$ cat src/rtl/incr_arbiter.sv
// Round-robin sequencer that shares one combinational +1 incrementer between NREQ requesters.
// It grants one request per transaction, registers the result and acks the winner for one cycle.
module incr_arbiter #(
    parameter int WIDTH = 8,
    parameter int NREQ  = 3
) (
    input  logic                  clock,
    input  logic                  reset,
    input  logic [NREQ-1:0]       req,
    input  logic [NREQ*WIDTH-1:0] din,
    input  logic                  stall,
    output logic [WIDTH-1:0]      inc_a,
    input  logic [WIDTH-1:0]      inc_y,
    output logic [NREQ-1:0]       ack,
    output logic [WIDTH-1:0]      result,
    output logic                  result_wrap,
    output logic [1:0]            grant_id,
    output logic                  busy
);

    typedef enum logic {
        ST_IDLE,
        ST_BUSY
    } state_t;

    state_t            r_state;
    state_t            w_state_next;
    logic [1:0]        r_last;
    logic [1:0]        r_grant;
    logic [NREQ-1:0]   r_ack;
    logic [WIDTH-1:0]  r_result;
    logic              r_wrap;

    logic [1:0]        w_pick;
    logic [1:0]        w_idx;
    logic [WIDTH-1:0]  w_sel_op;
    logic [NREQ-1:0]   w_onehot;
    logic              w_grant_live;
    logic              w_start;
    logic              w_complete;

    // Walk downwards so the candidate closest after r_last is written last and wins.
    always_comb begin
        w_pick = '0;
        w_idx  = '0;
        for (int k = NREQ; k >= 1; k--) begin
            w_idx = 2'((int'(r_last) + k) % NREQ);
            if (req[w_idx]) begin
                w_pick = w_idx;
            end
        end
    end

    assign w_sel_op     = din[int'(r_grant)*WIDTH +: WIDTH];
    assign w_grant_live = req[r_grant];
    assign w_onehot     = {{(NREQ-1){1'b0}}, 1'b1} << r_grant;

    always_comb begin
        w_state_next = r_state;
        w_start      = 1'b0;
        w_complete   = 1'b0;
        case (r_state)
            ST_IDLE: begin
                if (|req) begin
                    w_start      = 1'b1;
                    w_state_next = ST_BUSY;
                end
            end
            ST_BUSY: begin
                // A withdrawn request aborts even if the datapath is stalled.
                if (!w_grant_live) begin
                    w_state_next = ST_IDLE;
                end else if (!stall) begin
                    w_complete   = 1'b1;
                    w_state_next = ST_IDLE;
                end
            end
            default: w_state_next = ST_IDLE;
        endcase
    end

    always_ff @(posedge clock) begin
        if (!reset) begin
            r_state  <= ST_IDLE;
            r_last   <= 2'(NREQ - 1);
            r_grant  <= '0;
            r_ack    <= '0;
            r_result <= '0;
            r_wrap   <= 1'b0;
        end else begin
            r_state <= w_state_next;
            r_ack   <= '0;
            if (w_start) begin
                r_grant <= w_pick;
            end
            if (w_complete) begin
                r_result <= inc_y;
                r_wrap   <= (w_sel_op == {WIDTH{1'b1}});
                r_ack    <= w_onehot;
                r_last   <= r_grant;
            end
        end
    end

    // The incrementer sees zero whenever no transaction is in flight.
    assign inc_a       = (r_state == ST_BUSY) ? w_sel_op : '0;
    assign ack         = r_ack;
    assign result      = r_result;
    assign result_wrap = r_wrap;
    assign grant_id    = r_grant;
    assign busy        = (r_state == ST_BUSY);

endmodule

$ cat config.mk
export PLATFORM = sky130hd
export DESIGN_NAME = incr_arbiter
export DESIGN_NICKNAME = d
export VERILOG_FILES = /design/src/rtl/incr_arbiter.sv
export SDC_FILE = /design/constraint.sdc
export NUM_CORES = 1
export LEC_CHECK = 0
export CORE_MARGIN = 2
export CORE_UTILIZATION = 30
export CTS_BUF_LIST = sky130_fd_sc_hd__clkbuf_16
export CTS_CLUSTER_DIAMETER = 200
export DETAILED_ROUTE_END_ITERATION = 16
export HOLD_SLACK_MARGIN = 0.1
export PLACE_DENSITY = 0.74
export RECOVER_POWER = 25
export SKIP_LAST_GASP = 1
export SLEW_MARGIN = 10
export SYNTH_ARGS = -nofsm -noshare
export SYNTH_HDL_FRONTEND = slang
export SYNTH_SLANG_ARGS = --single-unit
$ cat constraint.sdc
create_clock -name clock -period 3.1 [get_ports clock]
set_input_delay 0.775 -clock clock [delete_from_list [all_inputs] [get_ports clock]]
set_output_delay 0.775 -clock clock [all_outputs]
set_load 0.005 [all_outputs]
==> impl_metrics.env, run 1 <==
export IMPL_cp_max_fo=2
export IMPL_required_ns=2.32
export IMPL_initial_core_util_pct=32.0
export IMPL_fin_crit_ns=2.92
export IMPL_yosys_top_cells_area="dfxtp_1 (35%), mux2i_1 (10%), o2bb2ai_1 (8.0%)"
export IMPL_netlist_area_um2=983
export IMPL_cts_repair_resized=0
export IMPL_min_period_over_period_pct=94.3
export IMPL_gp_congestion=0.738
export IMPL_met1_usage_pct=16.1
export IMPL_crit_type="input pin to output pin"
export IMPL_cap_viol_max_count=0
export IMPL_synth_cell_type_count=32
export IMPL_fin_skew_ns=0.00313
export IMPL_rows=20
export IMPL_wire_per_inst_um=13.3
export IMPL_ys_flop_type="dfxtp_1"
export IMPL_synthCells=101
export IMPL_yosys_warnings=0
export IMPL_clock_root_buffer="clkbuf_16"
export IMPL_combPwrFrac_pct=22.6
export IMPL_crit_slowest_cell="clkdlybuf4s50_1"
export IMPL_p_per_area_nw_per_um2=376
export IMPL_ys_ff_latch=17
export IMPL_finalHoldViolations=0
export IMPL_async_flop_share_pct=0
export IMPL_n_fill_cell=277
export IMPL_tns_ns=0
export IMPL_drtAntennaViolNets=0
export IMPL_cts_tree="done"
export IMPL_die_area_um2=3750
export IMPL_track_usage_pct=15.9
export IMPL_grt_util_met3_pct=5.46
export IMPL_h_tree_depth=1
export IMPL_syn_nets=142
export IMPL_drive_gt1_share_pct=6.79
export IMPL_cts_path_max_buffers=2
export IMPL_hpwl_um=2210
export IMPL_grt_busiest_layer="met2"
export IMPL_startpoint_type="input pin"
export IMPL_core_um2=3080
export IMPL_worst_pin_slew_ns=0.553
export IMPL_vdd_drop_max_uv=180
export IMPL_fmax_ghz=0.342
export IMPL_post_cts_buffers=0
export IMPL_synth_seq_area_share_pct=34.6
export IMPL_io_pins=61
export IMPL_crit_chain="clkdlybuf4s50_1 -> mux2i_1 -> o2bb2ai_1 -> and2_1 -> clkdlybuf4s50_1"
export IMPL_synth_top_cell_by_area="dfxtp_1"
export IMPL_numPlacedInstances=202
export IMPL_grt_max_degree=16
export IMPL_netlist_area_leader_share_pct=34.6
export IMPL_pwr_share_seq_pct=36.7
export IMPL_finalNonFillerCells=206
export IMPL_die_w_um=61.3
export IMPL_synth_edf_count=0
export IMPL_internal_power_uw=493
export IMPL_die_h_um=61.3
export IMPL_slew_headroom_pct=62.8
export IMPL_clk_latency_ns=0.25
export IMPL_nNetsFinal=204
export IMPL_use_met2_pct=28.3
export IMPL_leakagePower_nw=0.644
export IMPL_gr_total_overflow=0
export IMPL_rsz0062_at_grt="no"
export IMPL_vias=1038
export IMPL_hp_class="flop to flop"
export IMPL_cts_buffers=3
export IMPL_clock_sinks=17
export IMPL_drtIter0Drc=17
export IMPL_cpPeakStageDelay_ns=0.51
export IMPL_portBuffers=60
export IMPL_path_clk_slew_ns=0.05
export IMPL_antenna_found_initial=0
export IMPL_cp_end_kind="output pin"
export IMPL_n_antenna_cell=0
export IMPL_vias_per_cell=5.04
export IMPL_crit_arrival_ns=2.15
export IMPL_wl_um=2730
export IMPL_maxSlewViolCount=0
export IMPL_status="completed"
export IMPL_syn_to_final_growth_pct=74.0
export IMPL_dr_pass1_iters=4
export IMPL_p_clk_share_pct=40.6
export IMPL_postCtsHoldBufs=0
export IMPL_grt_first_pass_wirelength_um=4420
export IMPL_critPathMostFrequentCell="clkdlybuf4s50_1"
export IMPL_switching_share_pct=23.3
export IMPL_setup_violations=0
export IMPL_syn_avg_cell_area_um2=9.74
export IMPL_route_detailed_drc=0
export IMPL_grt_pass1_vias=1032
export IMPL_p_sw_uw=150
[path summary, 6_finish.rpt]
kind	from	endpoint	slack (ns)	depth (start not counted)
min reg2reg	result_wrap	result_wrap	0.46	1
max	din[10]	inc_a[2]	0.18	5
min	result_wrap	result_wrap	0.46	1
max reg2reg	grant_id[0]	r_last[0]	0.97	5
[registers in the layout (all words and copies together) (netlist names)]
register	cells
busy	1
result	8
r_last	2
grant_id	2
ack	3
result_wrap	1
[area by class of cell]
| class | instances | area, µm² | area share (%) |
|---|---|---|---|
| well taps | 44 | 55.1 | 3.22 |
| multi-input cells | 73 | 594 | 34.7 |
| clock buffers | 3 | 75.1 | 4.39 |
| inverters | 5 | 18.8 | 1.10 |
| repair buffers | 63 | 623 | 36.4 |
| flip-flops and latches | 17 | 340 | 19.9 |
| clock inverters | 1 | 5.00 | 0.292 |
[cell families (layout without fill, tap and decap cells)]
| family | after synthesis | in the layout | synth area share (%) |
|---|---|---|---|
| and+or+nand+nor | 26 | 26 | 18.8 |
| buffers and inverters | 11 | 72 | 4.96 |
| muxes | 10 | 10 | 10.2 |
| DFF | 17 | 17 | 34.6 |
| adders and majority gates | 3 | 3 | 3.82 |
| AOI/OAI and AO/OA | 34 | 34 | 27.6 |
[synth_stat cells, types with 2 or more instances]
master,instances
nor2b_1,2
o2bb2ai_1,9
o21ai_0,3
clkbuf_1,2
o211ai_1,2
mux2i_1,10
buf_2,3
and2_1,9
dfxtp_1,17
ha_1,3
nand2b_1,2
inv_1,5
a22o_1,8
and4_1,2
a21oi_1,4
nor3_1,2
nor2_1,3
[power by group through the flow]
stage	clock network (mW)	registers, mW	logic (mW)
5_1_grt	0.277	0.238	0.158
3_3_place_gp	0	0.240	0.145
4_1_cts	0.269	0.236	0.148
3_5_place_dp	0	0.241	0.147
6_report	0.261	0.236	0.146
2_1_floorplan	0	0.236	0.0617
[critical path, delay by kind of cell]
family                 cells  cell delay, ns
buffers and inverters      2            0.97
AOI/OAI and AO/OA          1            0.20
muxes                      1            0.06
and+or+nand+nor            1            0.15
[routing by layer]
metal	part of all wire (%)	up-vias
li1	-	505
met1	36	481
met2	52	45
met3	9.8	7
met4	2.6	0
met5	0	-
[placed cells by master, fill, tap and decap left out]
master / n
a32o_1: 1
o31ai_1: 1
o21a_1: 1
nor3_1: 2
o211ai_1: 2
and4_1: 2
clkbuf_16: 3
clkinv_2: 1
dfxtp_1: 17
mux2i_1: 10
a21oi_1: 4
nor2b_1: 2
nor3b_2: 1
inv_1: 5
nand2b_1: 2
nand2_1: 1
ha_1: 3
o2bb2ai_1: 9
and2_1: 9
dlygate4sd3_1: 8
nand4b_1: 1
or4_4: 1
nor2_1: 3
buf_4: 3
a22o_1: 8
a2bb2oi_2: 1
a2bb2oi_1: 1
nor4_4: 1
a31oi_1: 1
clkdlybuf4s50_1: 52
o31a_1: 1
o21ai_0: 3
o2111ai_1: 1
nor3b_1: 1
[stage by stage]
| step | total power [mW] | hold slack (ns) | utilization (%) | area, µm² | worst slack [ns] |
|---|---|---|---|---|---|
| 5_1_grt | 0.673 | 0.486 | 55.6 | 1710 | 0.0796 |
| 4_1_cts | 0.654 | 0.469 | 55.6 | 1710 | 0.159 |
| 6_report | 0.643 | 0.460 | 55.6 | 1710 | 0.176 |
| 3_5_place_dp | 0.388 | 0.459 | 53.0 | 1630 | 0.158 |
| 3_3_place_gp | 0.386 | 0.450 | 53.0 | 1630 | 0.162 |
| 2_1_floorplan | 0.297 | 0.465 | - | 983 | 1.16 |
(Power assumes the default switching activity.)
==> inputs of run 2 (changes only) <==
ABC_CLOCK_PERIOD_IN_PS = 3100   (was default)
==> results of run 2 <==
Same layout as run 1: the final DEF is identical, and so are final timing and power.
